**src/rtl/spi_byte_scheduler.sv**
```systemverilog
// Byte scheduler between TX/RX streams and an SPI core: queues bytes, sequences one transfer
// at a time and captures replies. Optional SPI_SCHED_TIMEOUT_EN adds a per-phase wait limit.
module spi_byte_scheduler #(
  parameter int unsigned FIFO_DEPTH     = 4,
  parameter int unsigned TIMEOUT_CYCLES = 4096
) (
  input  logic       i_sys_clk,
  input  logic       i_sys_rst,
  input  logic [7:0] i_tx_data,
  input  logic       i_tx_valid,
  output logic       o_tx_ready,
  output logic [7:0] o_rx_data,
  output logic       o_rx_valid,
  input  logic       i_rx_ready,
  output logic [7:0] o_spi_data,
  output logic       o_trans_en,
  input  logic       i_spi_ss,
  input  logic [7:0] i_spi_rdata,
  input  logic       i_err_clr,
  output logic       o_busy,
  output logic [4:0] o_tx_level,
  output logic       o_rx_overflow,
  output logic       o_timeout
);

  localparam int unsigned AW = $clog2(FIFO_DEPTH);

  if ((FIFO_DEPTH < 2) || (FIFO_DEPTH > 16) || ((FIFO_DEPTH & (FIFO_DEPTH - 1)) != 0) ||
      (TIMEOUT_CYCLES < 16) || (TIMEOUT_CYCLES > 65535)) begin : g_bad_cfg
    $error("spi_byte_scheduler: parameter out of range");
  end

  typedef enum logic [2:0] {
    StIdle, StLoad, StStart, StWaitLow, StWaitHigh, StCapture
  } state_e;

  state_e state_q, state_d;
  logic [7:0] spi_data_q, spi_data_d;
  logic       trans_en_q, trans_en_d;
  logic       rx_ovf_q, rx_ovf_d, ovf_set;
  logic [1:0] ss_sync_q;
  logic       ss_s;

  logic [7:0]  tx_mem [FIFO_DEPTH];
  logic [7:0]  rx_mem [FIFO_DEPTH];
  logic [AW:0] tx_wr_q, tx_rd_q, rx_wr_q, rx_rd_q;
  logic        tx_empty, tx_full, rx_empty, rx_full;
  logic        tx_push, tx_pop, rx_push, rx_pop;

  // Extra pointer bit distinguishes full from empty when the index bits match.
  assign tx_empty = (tx_wr_q == tx_rd_q);
  assign tx_full  = (tx_wr_q[AW] != tx_rd_q[AW]) && (tx_wr_q[AW-1:0] == tx_rd_q[AW-1:0]);
  assign rx_empty = (rx_wr_q == rx_rd_q);
  assign rx_full  = (rx_wr_q[AW] != rx_rd_q[AW]) && (rx_wr_q[AW-1:0] == rx_rd_q[AW-1:0]);

  assign tx_push = i_tx_valid && !tx_full;
  assign rx_pop  = i_rx_ready && !rx_empty;
  assign ss_s    = ss_sync_q[1];

  always_ff @(posedge i_sys_clk) begin
    if (tx_push) tx_mem[tx_wr_q[AW-1:0]] <= i_tx_data;
    if (rx_push) rx_mem[rx_wr_q[AW-1:0]] <= i_spi_rdata;
  end

  always_ff @(posedge i_sys_clk or posedge i_sys_rst) begin
    if (i_sys_rst) begin
      tx_wr_q    <= '0;
      tx_rd_q    <= '0;
      rx_wr_q    <= '0;
      rx_rd_q    <= '0;
      ss_sync_q  <= 2'b11;
      state_q    <= StIdle;
      spi_data_q <= 8'h00;
      trans_en_q <= 1'b0;
      rx_ovf_q   <= 1'b0;
    end else begin
      if (tx_push) tx_wr_q <= tx_wr_q + 1'b1;
      if (tx_pop)  tx_rd_q <= tx_rd_q + 1'b1;
      if (rx_push) rx_wr_q <= rx_wr_q + 1'b1;
      if (rx_pop)  rx_rd_q <= rx_rd_q + 1'b1;
      ss_sync_q  <= {ss_sync_q[0], i_spi_ss};
      state_q    <= state_d;
      spi_data_q <= spi_data_d;
      trans_en_q <= trans_en_d;
      rx_ovf_q   <= rx_ovf_d;
    end
  end

`ifdef SPI_SCHED_TIMEOUT_EN
  localparam logic [15:0] TmoLast = 16'(TIMEOUT_CYCLES - 1);
  logic [15:0] tmo_cnt_q, tmo_cnt_d;
  logic        tmo_q, tmo_d, tmo_hit;
  assign tmo_hit = ((state_q == StWaitLow) || (state_q == StWaitHigh)) && (tmo_cnt_q == TmoLast);
`endif

  always_comb begin
    state_d    = state_q;
    spi_data_d = spi_data_q;
    trans_en_d = trans_en_q;
    tx_pop     = 1'b0;
    rx_push    = 1'b0;
    ovf_set    = 1'b0;
    case (state_q)
      StIdle:  if (!tx_empty) state_d = StLoad;
      StLoad: begin
        spi_data_d = tx_mem[tx_rd_q[AW-1:0]];
        tx_pop     = 1'b1;
        state_d    = StStart;
      end
      StStart: begin
        trans_en_d = 1'b1;
        state_d    = StWaitLow;
      end
      StWaitLow: begin
        if (!ss_s) begin
          trans_en_d = 1'b0;
          state_d    = StWaitHigh;
        end
      end
      StWaitHigh: if (ss_s) state_d = StCapture;
      StCapture: begin
        if (rx_full) ovf_set = 1'b1;
        else         rx_push = 1'b1;
        state_d = StIdle;
      end
      default: state_d = StIdle;
    endcase
`ifdef SPI_SCHED_TIMEOUT_EN
    // An expired wait abandons the transfer regardless of what SS is doing this cycle.
    if (tmo_hit) begin
      trans_en_d = 1'b0;
      state_d    = StIdle;
    end
`endif
    rx_ovf_d = ovf_set || (rx_ovf_q && !i_err_clr);
  end

`ifdef SPI_SCHED_TIMEOUT_EN
  always_comb begin
    tmo_cnt_d = 16'h0000;
    if (((state_q == StWaitLow) || (state_q == StWaitHigh)) && (state_d == state_q)) begin
      tmo_cnt_d = tmo_cnt_q + 16'h0001;
    end
    tmo_d = tmo_hit || (tmo_q && !i_err_clr);
  end

  always_ff @(posedge i_sys_clk or posedge i_sys_rst) begin
    if (i_sys_rst) begin
      tmo_cnt_q <= 16'h0000;
      tmo_q     <= 1'b0;
    end else begin
      tmo_cnt_q <= tmo_cnt_d;
      tmo_q     <= tmo_d;
    end
  end

  assign o_timeout = tmo_q;
`else
  assign o_timeout = 1'b0;
`endif

  assign o_tx_ready    = !tx_full;
  assign o_rx_valid    = !rx_empty;
  assign o_rx_data     = rx_mem[rx_rd_q[AW-1:0]];
  assign o_spi_data    = spi_data_q;
  assign o_trans_en    = trans_en_q;
  assign o_busy        = (state_q != StIdle);
  assign o_tx_level    = 5'(tx_wr_q - tx_rd_q);
  assign o_rx_overflow = rx_ovf_q;

endmodule

```
**config.mk**
```make
export PLATFORM = sky130hd
export DESIGN_NAME = spi_byte_scheduler
export DESIGN_NICKNAME = d
export VERILOG_FILES = /design/src/rtl/spi_byte_scheduler.sv
export SDC_FILE = /design/constraint.sdc
export NUM_CORES = 1
export LEC_CHECK = 0
export ABC_AREA = 1
export CAP_MARGIN = 20
export CORE_MARGIN = 1
export CORE_UTILIZATION = 40
export CTS_BUF_LIST = sky130_fd_sc_hd__clkbuf_8 sky130_fd_sc_hd__clkbuf_16
export DETAILED_ROUTE_END_ITERATION = 10
export MAX_ROUTING_LAYER = met4
export PLACE_DENSITY = 0.71
export SKIP_CTS_REPAIR_TIMING = 1
export SYNTH_ARGS = -nofsm -noshare
export SYNTH_HDL_FRONTEND = slang
export SYNTH_SLANG_ARGS = --single-unit
```
**constraint.sdc**
```tcl
create_clock -name i_sys_clk -period 3.6 [get_ports i_sys_clk]
set_input_delay 0.72 -clock i_sys_clk [delete_from_list [all_inputs] [get_ports i_sys_clk]]
set_output_delay 0.72 -clock i_sys_clk [all_outputs]
set_load 0.02 [all_outputs]
```
* After elaboration in Yosys (flattened, before gate mapping)
Memory sizes are Yosys's and may differ from the RTL's. A register that Yosys moved wholly into a read port is not among the register bits. Cells that the tools add are included.
Operators by class: muxes and demuxes 15, equality and inequality tests 14, add/sub/neg operators 5, reductions and logical operators 14
Operators by type and width (number):
- case mux 3 bit (5 select lines) | 1
- adder 3 x 1 -> 3 bit (second input constant) | 4
- 2-to-1 mux 1 bit | 10
- 2-to-1 mux 3 bit | 3
- == test 3 x 2 -> 1 bit (second input constant) | 2
- == test 3 bit | 2
- == test 3 bit (second input constant) | 2
- inequality test 2 bit (second input constant) | 3
- logical AND 1 bit | 5
- == test 2 bit | 2
- subtractor 3 x 3 -> 4 bit | 1
- == test 3 x 1 -> 1 bit (second input constant) | 1
- logical NOT 1 bit | 3
- logical NOT 3 bit | 1
- AND reduction 3 bit | 1
- nonzero test 3 bit | 1
- inequality test 1 bit | 2
- case mux 1 bit (2 select lines) | 1
- AND reduction 2 bit | 1
- nonzero test 2 bit | 1
- logical OR 1 bit | 1
Storage, ports and cells: memories kept 2, memory bits (writable) 64, output and inout port bits 27, flip-flop bits (word level) 19, word-level logic and storage cells 58, input port bits 22
Memories:
- rx_mem | words 4, bits a word 8, read ports 1, clocked after Yosys merged registers in 0, write ports 1, line 45 | logic [7:0] rx_mem [FIFO_DEPTH];
- tx_mem | words 4, bits a word 8, read ports 1, clocked after Yosys merged registers in 1, write ports 1, line 44 | logic [7:0] tx_mem [FIFO_DEPTH];

* Depth between registers and ports, before layout
Gate-level depths: netlist (run 1).
word-level depth 6, gate-level depth with buffers 8, depth with buffers taken out 7

* Least setup slack after synthesis (run 1)
OpenSTA, ideal clock, no wires.
kind reg2out, start point reg tx_rd_q[1], end point out o_tx_level[4], required time 2.880 ns, path slack 0.982 ns, data arrival time 1.898 ns, stages on the path, launching flop included 8, path buffers 2, cell sequence dfrtp_1 -> buf_2 -> inv_2 -> ha_1 -> nand2_1 -> nor2_1 -> a211oi_1 -> buf_4
On the way: longest elaborated chain between the ends 1
Ends and longest elaborated chain:
- from (decl) | line 46 | logic [AW:0] tx_wr_q, tx_rd_q, rx_wr_q, rx_rd_q;
- from (signal assigned) | line 78 | if (tx_pop) tx_rd_q <= tx_rd_q + 1'b1;
- subtractor 3 x 3 -> 4 bit | line 168 | assign o_tx_level = 5'(tx_wr_q - tx_rd_q);
- to (decl) | line 21 | output logic [4:0] o_tx_level,
Every way passes these cells.

* Final worst setup path (run 1)
Ends and elaborated chain as after synthesis.

==> results by stage, run 1 <==
Status:
- The run finished with clean final reports.

Setup path:
- For the worst setup path, the data required time is between 2000 and 3000 ps.
- For the worst setup path, the data arrival time is 2560 ps.
- The worst path buffer plus inverter count is 2.
- The startpoint class of the critical path is a flip-flop.
- The cell type group with the largest total delay on the critical path is buffers and inverters.
- Traced cell by cell, the critical path runs through inv_2, ha_1, nand2_1, nor2_1, a211oi_1, clkdlybuf4s50_1.
- The maximum cell stage delay along the critical path is ~660 ps.
- The capturing element type of the critical path is an output port.
- The master of the slowest instance on the critical path is sky130_fd_sc_hd__clkdlybuf4s50_1.
- Along the worst path, the maximum fanout reaches 11.
- The worst setup path category is reg2out.

Global routing:
- For this run, the total global-route usage over all layers was measured as 0.157.
- The total overflow left after global routing is 0.
- Entering global routing, the biggest net connects 28 pins.
- In the global route stage, met2 resource usage came out at 0.267.
- For met3 alone, demand over resource in global routing was 0.0407.
- The number of antenna violations at the first check in global routing is 0.
- The via count of the first global-routing pass was approximately 2500.
- For this run, global-route usage on met1 was measured as 0.170.
- The wire length of the first global-routing pass is about 12 mm.
- The busiest layer in global routing is met2.

CTS:
- Clock latency on the worst-skew pair, taken at its later pin, is ~360 ps.
- After clock tree synthesis, the clock-pin slew on the worst setup and hold paths is approximately 80 ps.
- The clock tree root driver cell is sky130_fd_sc_hd__clkbuf_8.
- The clock tree from TritonCTS is yes.
- Counting the buffers created by CTS gives 9.
- The worst-case clock buffer depth is 2.
- The H-tree was split into 3 levels.
- The clock sink total is around 90.

Floorplanning:
- The die area is just over 0.01 sq mm.
- The floorplan step set the die width to between 100 and 150 um.
- The area inside the core boundary is 0.00968 sq mm.
- The number of I/O pins is 49.
- The die boundary height is 102 um.
- The floorplan has 36 rows.
- The initial utilization of the core area, before any placement, comes to 0.410.

Logic synthesis:
- The most frequent cell after synthesis is sky130_fd_sc_hd__edfxtp_1.
- The count of warnings emitted by yosys is 0.
- The count of flip-flops with a built-in enable after synthesis is between 60 and 70.
- For this run, the leading register cell type out of synthesis is sky130_fd_sc_hd__edfxtp_1.
- The commonest cells after synthesis are sky130_fd_sc_hd__edfxtp_1, sky130_fd_sc_hd__nand2_1, sky130_fd_sc_hd__nor2_1.
- Sorting the synthesized cells by area gives the leading types as sky130_fd_sc_hd__edfxtp_1, sky130_fd_sc_hd__dfrtp_1, sky130_fd_sc_hd__nand2_1.
- When the netlist entered floorplanning its net count stood at between 300 and 400.
- The fraction of synthesized cell area taken by the top area cell type is 0.484.
- Summed over all instances, the cell type with the most area after synthesis is sky130_fd_sc_hd__edfxtp_1.
- In this run, distinct cell masters in the synthesized netlist total 34.
- The share of the Yosys chip area taken by registers is 0.654.
- A synthesized cell averages 11.4 sq um.
- In this run, synthesis produced a sequential element count of 91.
- The synthesized netlist occupies a cell area of between 0.003 and 0.004 sq mm.
- After technology mapping, the gate count stands at between 300 and 400.
- After synthesis, the share of flip-flops with an asynchronous set or reset is 0.297.

Timing:
- The worst slack on hold paths is 361 ps.
- Setup repair after global routing left no endpoint under its margin.
- The count of pins over their slew limit is 0.
- The shortest clock period the worst path allows after layout is about 3300 ps.
- The part of the cycle the worst path needs is 0.912.
- Setup violations remaining at the end of the flow were counted as 0.
- The final number of hold-violating endpoints is 0.
- For the pin with the worst max-slew slack, the measured transition is 793 ps.
- The clock arrives with about 12 ps of skew.
- Summed over all failing endpoints, the final setup total negative slack is 0 ps.
- The timing-limited maximum frequency is approximately 300 MHz.
- The worst max-slew margin expressed relative to the limit is 0.470.

Run:
- Max-cap violations in this run came to 0.

Routing:
- In the final routed layout, each cell accounts on average for approximately 13 um.
- The first-iteration detailed-routing DRC count is 82.
- The count of nets left with antenna violations once routing finished came out at 0.
- Detailed routing inserted a total of roughly 2500 vias.
- The routed design has 7.14 mm of wire.
- Dividing the detail-routed via count by the number of cells gives 4.77.
- The number of remaining DRC errors is 0.
- For this run, the detailed router's first-pass iteration total came to 4.

Placed design:
- The count of input and output buffers is 47.
- Summed over all nets, the half-perimeter wirelength after detailed placement is 4.87 mm.
- The congestion estimate from routability-driven global placement came to 0.840.
- The instance area at placement is 0.00453 sq mm.

Final layout:
- The area growth from synthesis to layout is 19.1%.
- The layout has between 800 and 900 filler cells.
- The share of final-layout standard cells stronger than drive strength 1 is 0.0950.
- The final layout contains 431 nets.
- In the final layout, flip-flops and latches occupy 0.00260 sq mm.
- The count of antenna diodes in the layout is 0.
- The final instance area is roughly 0.0047 sq mm.
- The multi-input combinational cells in the finished layout cover a total of 0.00116 sq mm.

Hold path:
- The class of the tightest hold or removal check is reg2reg.

Power and ir drop:
- The maximum ir drop on the vdd rail is 0.000394 V.
- The power density normalized to cell area is ~880 mW/mm^2.
- The leakage power figure is about 1.9 nW.
==> path summary, 6_finish.rpt <==
check / from / end / slack [ps] / cells past startpoint
setup / recovery: tx_rd_q[1] / o_tx_level[4] / 320 / 6
hold / removal: ss_sync_q[0] / ss_sync_q[1] / 360 / 0
setup reg to reg: tx_rd_q[1] / tx_mem[1][7] / 1200 / 5
hold reg to reg: ss_sync_q[0] / ss_sync_q[1] / 360 / 0
max in group asynchronous: i_sys_rst / ss_sync_q[1] / 2540 / 3
min in group asynchronous: i_sys_rst / o_spi_data[6] / 740 / 3
==> cell usage in the layout (no fill, tap or decap), types with 2 or more instances in the layout <==
cell	netlist	final
sky130_fd_sc_hd__dfstp_2	2	2
sky130_fd_sc_hd__buf_4	5	2
sky130_fd_sc_hd__dfrtp_1	25	25
sky130_fd_sc_hd__nand3_1	11	11
sky130_fd_sc_hd__o22ai_1	8	8
sky130_fd_sc_hd__clkdlybuf4s50_1	0	47
sky130_fd_sc_hd__nand2_2	4	4
sky130_fd_sc_hd__nand2_1	61	61
sky130_fd_sc_hd__xor2_1	5	5
sky130_fd_sc_hd__o21ai_0	31	31
sky130_fd_sc_hd__nand4_1	2	2
sky130_fd_sc_hd__edfxtp_1	64	64
sky130_fd_sc_hd__a21oi_1	2	2
sky130_fd_sc_hd__inv_2	5	5
sky130_fd_sc_hd__inv_1	24	25
sky130_fd_sc_hd__nand3_4	2	2
sky130_fd_sc_hd__nor2_1	58	58
sky130_fd_sc_hd__ha_1	13	13
sky130_fd_sc_hd__clkbuf_8	0	10
sky130_fd_sc_hd__clkinv_4	0	3
sky130_fd_sc_hd__o21ai_1	4	4
==> worst register-to-register path: cells and delay by family, from the launching register on <==
| family | cells | cell delay, ps |
|---|---|---|
| adder cells (fa/ha/maj) | 1 | 360 |
| AND/OR/NAND/NOR | 3 | 850 |
| buffers and inverters | 1 | 200 |
| flip-flops | 1 | 620 |
==> power by group <==
part / switching [mW] / total, mW / leakage [nW] / internal (mW)
combinational: 1.11 / 1.87 / 0.870 / 0.766
clock: 0.344 / 0.685 / 0.104 / 0.341
sequential: 0.226 / 1.61 / 0.909 / 1.38
==> metal layers <==
layer | up-vias | wire, um
met3 | 24 | 322
met2 | 65 | 3630
li1 | 1255 | -
met1 | 1198 | 2990
met4 | 0 | 199
met5 | - | 0
==> flip-flops by register name, indices dropped and copies added, names as in the netlist <==
register / count
ss_sync_q: 2
tx_wr_q: 3
o_rx_overflow: 1
tx_mem: 32
rx_rd_q: 3
o_trans_en: 1
state_q: 3
o_spi_data: 8
tx_rd_q: 3
rx_mem: 32
rx_wr_q: 3
==> kinds of logic after synthesis <==
family	Yosys count	synth area share
buffers and inverters	42	0.0542
other	1	0.000944
flip-flops	91	0.654
AND/OR/NAND/NOR	143	0.159
XOR/XNOR	7	0.0173
AO/OA/AOI/OAI	49	0.0683
adder cells (fa/ha/maj)	14	0.0460
==> metrics by stage <==
step | setup WS (ps) | std cells | util | total power [mW]
after floorplan | 982 | 347 | - | 2.89
after global routing | 200 | 533 | 0.489 | 4.46
after global placement | 766 | 517 | 0.467 | 3.46
after CTS | 279 | 533 | 0.489 | 4.22
final | 316 | 533 | 0.489 | 4.17
after detailed placement | 674 | 517 | 0.467 | 3.53
==> final cells by class <==
class,instances,share of cell area
Multi-Input combinational cell,214,0.245
Inverter,30,0.0249
Tap cell,133,0.0352
Timing Repair Buffer,49,0.103
Clock inverter,6,0.0143
Clock buffer,10,0.0291
Sequential cell,91,0.549
Power figures use the tool's default switching activity.
==> inputs of run 2 (changes only) <==
- SETUP_SLACK_MARGIN: unset -> 0.4
- clock period: 3.6 -> 3.9 ns (I/O delays scaled with it)
==> results by stage, run 2 (synthesis gave the netlist of run 1 again) <==
Power and ir drop:
- The internal portion of total power is 2.28 mW (-8.3%).
- The relative contribution of combinational cells to total power is 0.442 (-0.007).
- The switching share of total power is 0.407 (+0.00473).
- The fraction of power consumed by the clock network is 0.172 (+0.008).
- The maximum ir drop on the vdd rail is 0.000350 V (-11%).
- The register share of total power was 0.386 (about the same).
- The leakage power figure is 1.87 nW (-0.66%).
- The power dissipated by switching net loads was 1.57 mW (-6.5%).
- The power density normalized to cell area was 815 mW/mm^2 (-7.5%).

Global routing:
- The global-route usage over all layers is 0.156 (-0.000453).
- The number of antenna violations at the first check in global routing was 0 (unchanged).
- The overall overflow remaining after global route is 0 (unchanged).
- The wire length of the first global-routing pass is 11.7 mm (+0.18%).
- The pin count of the biggest net entering global routing is 23 (-18%).
- The via count of the first global-routing pass is 2492 (+0.080%).

Timing:
- The shortest clock period the worst path allows after layout is around 3300 ps.
- The measured slew at the worst slew-check pin came to 889 ps (+96.4 ps).
- The total setup violations reported at the end of the flow is 0 (unchanged).
- For this run, the top clock speed supported by timing is about 300 MHz.
- The final number of hold-violating endpoints is 0 (unchanged).
- The worst max-slew margin expressed relative to the limit is 0.407 (-0.0630).
- The setup TNS is 0 ps (unchanged).
- The count of pins over their slew limit is 0 (unchanged).
- The setup slack after layout came to 600 ps (+284 ps).
- The worst slack on hold paths is 352 ps (-8.52 ps).
- The part of the cycle the worst path needs is 0.846.
- The worst clock skew is 7.94 ps (-4.41 ps).
- Setup repair after global routing left no endpoint under its margin.

Floorplanning:
- The count of standard-cell rows is 36 (unchanged).
- The number of I/O pins is 49 (unchanged).
- The die boundary height is 102 um (unchanged).
- The die area is 0.0103 sq mm (unchanged).
- The overall die width was 102 um (unchanged).
- The area inside the core boundary was 0.00968 sq mm (unchanged).
- The initial cell density of the core is 0.410 (unchanged).

Routing:
- The number of remaining DRC errors is 0 (unchanged).
- The residual antenna-violating net count after detailed routing was 0 (unchanged).
- The post-detailed-routing wire length is 7.06 mm (-1.1%).
- The via count of the routed design was 2512 (-1.2%).
- The number of optimization iterations in the first detailed-route pass was 6 (+2).
- The per-cell via count in the routed design came to 4.72 (-0.99%).
- The first-iteration detailed-routing DRC count was 83 (+1.2%).
- The mean routed wirelength per cell is 13.3 um (-0.91%).

Setup path:
- The slowest stage of the critical path belongs to the cell sky130_fd_sc_hd__clkdlybuf4s50_1.
- The maximum fanout count along the critical path was 11 (unchanged).
- The worst setup path category is reg2out.
- The data arrival time of the critical path is 2520 ps (-40 ps).
- The startpoint class of the critical path is a flip-flop.
- STA classifies the critical path endpoint as an output port.
- The critical path goes through inv_2, ha_1, nand2_1, nor2_1, a211oi_1, clkdlybuf4s50_1.
- The required arrival time at the worst endpoint came to 3120 ps (+240 ps).
- The maximum cell stage delay along the critical path is 660 ps (about the same).

Placed design:
- The worst setup timing slack at the placement stage is 961 ps (+287 ps).
- The estimated wirelength of the detail-placed design was 4.86 mm (-0.26%).
- The routability-driven placement congestion ratio was 0.837 (-0.37%).
- The count of input and output buffers is 47 (unchanged).

CTS:
- The root buffer cell chosen for the clock tree is sky130_fd_sc_hd__clkbuf_8.
- The clock sink total is 91 (unchanged).
- The number of buffers created by CTS is 9 (unchanged).
- The clock-pin transition on the worst setup and hold timing paths is 90 ps (about the same).
- The clock tree from TritonCTS is yes.
- The count of H-tree levels built during CTS came to 3 (unchanged).
- The worst-case clock buffer depth is 2 (unchanged).
- The clock network latency to the later pin of the worst-skew pair is 360 ps (about the same).

Final layout:
- The relative area change from synthesis to final layout is 19.0%.
- The area taken by flip-flops and latches came to 0.00260 sq mm (unchanged).
- The count of filler cells inserted in the layout came to 840 (-3.7%).
- In the layout the commonest cells are sky130_fd_sc_hd__edfxtp_1, sky130_fd_sc_hd__nand2_1, sky130_fd_sc_hd__nor2_1, sky130_fd_sc_hd__clkdlybuf4s50_1, sky130_fd_sc_hd__o21ai_0.
- Leaving out fill and tap cells, the most frequent cell in the layout is sky130_fd_sc_hd__edfxtp_1.
- The footprint of the multi-input gates is 0.00116 sq mm (unchanged).
- The count of antenna diodes in the layout is 0 (unchanged).
- The number of nets in the layout was 430 (-0.23%).
- The share of final-layout standard cells stronger than drive strength 1 is 0.0952 (+0.000238).

Hold path:
- The class of the tightest hold or removal check is reg2reg.

Run:
- The number of max-cap violations is 0 (unchanged).

Status:
- The flow ran to the end, and the final reports show no timing, DRC or antenna violations.
==> run 2: cell types whose count changed in the layout (fill, tap and decap cells not counted), sizes merged <==
cell      before  now
clkbuf        10    9
inv           31   33
clkinvlp       1    3
buf            2    1
clkinv         3    0
==> run 2: worst max-delay path: cells and delay by family (launching register included) <==
family / cells / cell delay [ps]
AND/OR/NAND/NOR: 2 / 110
adder cells (fa/ha/maj): 1 / 360
buffers and inverters: 2 / 850
AO/OA/AOI/OAI: 1 / 230
flip-flops: 1 / 610
==> run 2: cell type report <==
type,instances,share of cell area
sequential,91,0.550
multi-input combinational,214,0.245
timing repair buffer,48,0.101
tap,133,0.0352
clock buffer,9,0.0262
inverter,30,0.0249
clock inverter,7,0.0177
==> run 2: per-stage QoR <==
step | cells | area (sq um) | power [mW] | util
3_3_place_gp | 516 | 4520 | 3.19 | 0.467
3_5_place_dp | 516 | 4520 | 3.23 | 0.467
5_1_grt | 532 | 4730 | 4.14 | 0.488
2_1_floorplan | 347 | 3970 | 2.67 | -
6_report | 532 | 4730 | 3.85 | 0.488
4_1_cts | 532 | 4730 | 3.90 | 0.488
==> run 2: per-layer routing <==
metal	routed length [um]	up-vias	share of wire	global-route usage
li1	-	1252	-	-
met1	3090	1202	0.44	0.177
met2	3630	45	0.51	0.266
met3	240	13	0.034	0.0331
met4	107	0	0.015	0.0669
met5	0	-	0	-
==> run 2: power groups by stage <==
stage	registers, mW	logic, mW	clock network [mW]
floorplan	1.46	1.21	0
global placement	1.50	1.69	0
CTS	1.49	1.74	0.673
detailed placement	1.51	1.73	0
global route	1.52	1.91	0.710
finish	1.49	1.71	0.662
==> run 2: path summary, 6_finish.rpt <==
| path | start | endpoint | slack [ps] | depth (start not counted) |
|---|---|---|---|---|
| hold reg to reg | ss_sync_q[0] | ss_sync_q[1] | 350 | 0 |
| setup / recovery | tx_rd_q[1] | o_tx_level[4] | 600 | 6 |
| min in group asynchronous | i_sys_rst | rx_wr_q[1] | 910 | 2 |
| hold / removal | ss_sync_q[0] | ss_sync_q[1] | 350 | 0 |
| setup reg to reg | tx_rd_q[1] | tx_mem[1][6] | 1510 | 5 |
| max in group asynchronous | i_sys_rst | o_spi_data[5] | 2360 | 3 |
==> inputs of run 3 (changes only) <==
- PLACE_DENSITY: 0.71 -> 0.73
- clock period: 3.9 -> 2.8 ns (I/O delays scaled with it)
==> results by stage, run 3 (synthesis gave the netlist of run 1 again) <==
Placed design:
- The routability-driven placement congestion ratio is 0.754 (-9.9%).
- The count of input and output buffers came to 47 (unchanged).
- The estimated wirelength of the detail-placed design was 5.25 mm (+8.0%).

Setup path:
- The master of the slowest instance on the critical path is sky130_fd_sc_hd__dfrtp_1.
- Grouping stages by cell kind, the critical path spends the most delay in adder cells.
- The endpoint identified for the worst register-to-register timing path is rx_mem[0][0].
- The worst setup path category is reg2out.
- The maximum cell stage delay along the critical path is 400 ps (-260 ps).
- The startpoint class of the critical path is a flip-flop.
- The signal on the critical path passes through inv_2, ha_1, fa_1, xnor2_1, dlymetal6s2s_1.
- The maximum fanout count along the critical path is 4 (-7).
- The depth of the worst register-to-register path is 8 (+3).
- The reg-to-reg setup timing slack is 900 ps (-610 ps).
- The data arrival time of the critical path is 1820 ps (-700 ps).
- The worst register-to-register path begins at rx_rd_q[0].
- The capturing element type of the critical path is an output port.
- The required arrival time at the worst endpoint is 2240 ps (-880 ps).
- The worst path buffer plus inverter count is 2 (unchanged).

Timing:
- The worst clock skew is 11.0 ps (+3.11 ps).
- The final number of hold-violating endpoints was 0 (unchanged).
- The count of pins over their slew limit is 0 (unchanged).
- Based on the critical path, the design can be clocked at up to roughly 420 MHz.
- The worst max-slew margin expressed relative to the limit is 0.578 (+0.171).
- Setup repair after global routing could not meet its margin everywhere.
- The total setup violations reported at the end of the flow is 0 (unchanged).
- The part of the cycle the worst path needs is 0.851.
- The worst slack on hold paths came to 361 ps (+8.86 ps).
- The measured slew at the worst slew-check pin came to 633 ps (-256 ps).
- The clock period could shrink to approximately 2400 ps.

CTS:
- The clock sink total is 91 (unchanged).
- The clock network latency to the later pin of the worst-skew pair is 360 ps (about the same).
- The count of H-tree levels built during CTS is 3 (unchanged).
- The number of buffers created by CTS is 9 (unchanged).
- The root buffer cell chosen for the clock tree is sky130_fd_sc_hd__clkbuf_8.
- The clock tree from TritonCTS is yes.
- The worst-case clock buffer depth came to 2 (unchanged).
- The clock-pin transition on the worst setup and hold timing paths came to 100 ps (about the same).

Routing:
- The number of remaining DRC errors is 0 (unchanged).
- The residual antenna-violating net count after detailed routing is 0 (unchanged).
- The mean routed wirelength per cell is 13.8 um (+3.7%).
- The number of optimization iterations in the first detailed-route pass is 4 (-2).
- The post-detailed-routing wire length is 7.49 mm (+6.1%).
- The per-cell via count in the routed design came to 4.74 (+0.44%).
- The via count of the routed design is 2580 (+2.7%).
- The first-iteration detailed-routing DRC count is 83 (unchanged).

Power and ir drop:
- The maximum ir drop on the vdd rail is 0.000448 V (+28%).
- The power density normalized to cell area is 1110 mW/mm^2 (+36%).
- The leakage power figure came to 2.03 nW (+8.6%).
- The overall power of the completed layout is 5.37 mW (+39%).

Final layout:
- The count of antenna diodes in the layout is 0 (unchanged).
- In the layout the commonest cells are sky130_fd_sc_hd__edfxtp_1, sky130_fd_sc_hd__nand2_1, sky130_fd_sc_hd__nor2_1, sky130_fd_sc_hd__clkdlybuf4s50_1, sky130_fd_sc_hd__o21ai_0.
- Compared with the post-synthesis result, the final layout area differs by 21.7%.
- The share of final-layout standard cells stronger than drive strength 1 is 0.136 (+0.0410).
- The number of nets in the layout came to 442 (+2.8%).
- Leaving out fill and tap cells, the most frequent cell in the layout is sky130_fd_sc_hd__edfxtp_1.
- The final standard cell utilization of the core is 0.499 (+0.0112).

Hold path:
- The min-delay analysis places its worst path in the category reg2reg.
- In this run the most critical hold path is launched from ss_sync_q[0].
- The worst hold path terminates at ss_sync_q[1].
- The number of instances on the worst hold path was 0 (unchanged).

Global routing:
- The number of antenna violations at the first check in global routing is 0 (unchanged).
- The overall overflow remaining after global route came to 0 (unchanged).
- The global-route usage over all layers is 0.164 (+0.00825).
- The pin count of the biggest net entering global routing is 19 (-17%).
- The via count of the first global-routing pass is 2648 (+6.3%).
- The wire length of the first global-routing pass came to 12.4 mm (+5.6%).

Floorplanning:
- The overall die width was 102 um (unchanged).
- The die boundary height is 102 um (unchanged).
- The initial cell density of the core is 0.410 (unchanged).
- The area inside the core boundary is 0.00968 sq mm (unchanged).
- The number of I/O pins is 49 (unchanged).
- The die area came to 0.0103 sq mm (unchanged).
- The count of standard-cell rows is 36 (unchanged).

Status:
- The run finished with clean final reports.

Run:
- The number of max-cap violations is 0 (unchanged).
-- run 3: changes by cell type in the layout (fill, tap and decap cells not counted), sizes merged --
cell / before / now
dlymetal6s2s: 0 / 12
inv: 33 / 32
clkinv: 0 / 4
clkbuf: 9 / 10
clkdlybuf4s50: 47 / 32
clkinvlp: 3 / 1
bufinv: 1 / 0
buf: 1 / 15
-- run 3: cell type report --
type,count,area [sq um]
Sequential cell,91,2600
Fill cell,842,4850
Tap cell,133,166
Clock buffer,9,124
Clock inverter,7,72.6
Timing Repair Buffer,60,589
Inverter,30,120
Multi-Input combinational cell,214,1160
-- run 3: worst max-delay path by stage --
stage,from,to,slack [ps],depth (start not counted)
floorplan,tx_rd_q[1],o_tx_level[4],600,7
global placement,tx_wr_q[0],o_tx_level[2],410,5
detailed placement,tx_wr_q[0],o_tx_level[2],390,5
CTS,tx_wr_q[0],o_tx_level[2],-30,5
global route,tx_wr_q[0],o_tx_level[2],310,5
finish,tx_wr_q[0],o_tx_level[2],420,5
-- run 3: power by group --
part	internal (mW)	switching, mW	leakage, nW
Clock	0.347	0.518	0.0962
Sequential	1.78	0.190	0.908
Combinational	0.987	1.55	1.03
Total	3.12	2.26	2.03
-- run 3: metal layers --
layer,wire (um),share of wire,global-route usage,up-vias
li1,-,-,-,1284
met1,3310,0.44,0.186,1239
met2,3830,0.51,0.272,47
met3,241,0.032,0.0511,10
met4,110,0.015,0.0635,0
met5,0,0,-,-
-- run 3: metrics by stage --
| stage | cells | area, sq um | worst slack [ps] | setup TNS, ps |
|---|---|---|---|---|
| after global placement | 528 | 4610 | 411 | 0 |
| after CTS | 544 | 4810 | -32.1 | -39.5 |
| after global routing | 544 | 4840 | 307 | 0 |
| final | 544 | 4840 | 419 | 0 |
| after floorplan | 347 | 3980 | 596 | 0 |
| after detailed placement | 528 | 4610 | 388 | 0 |
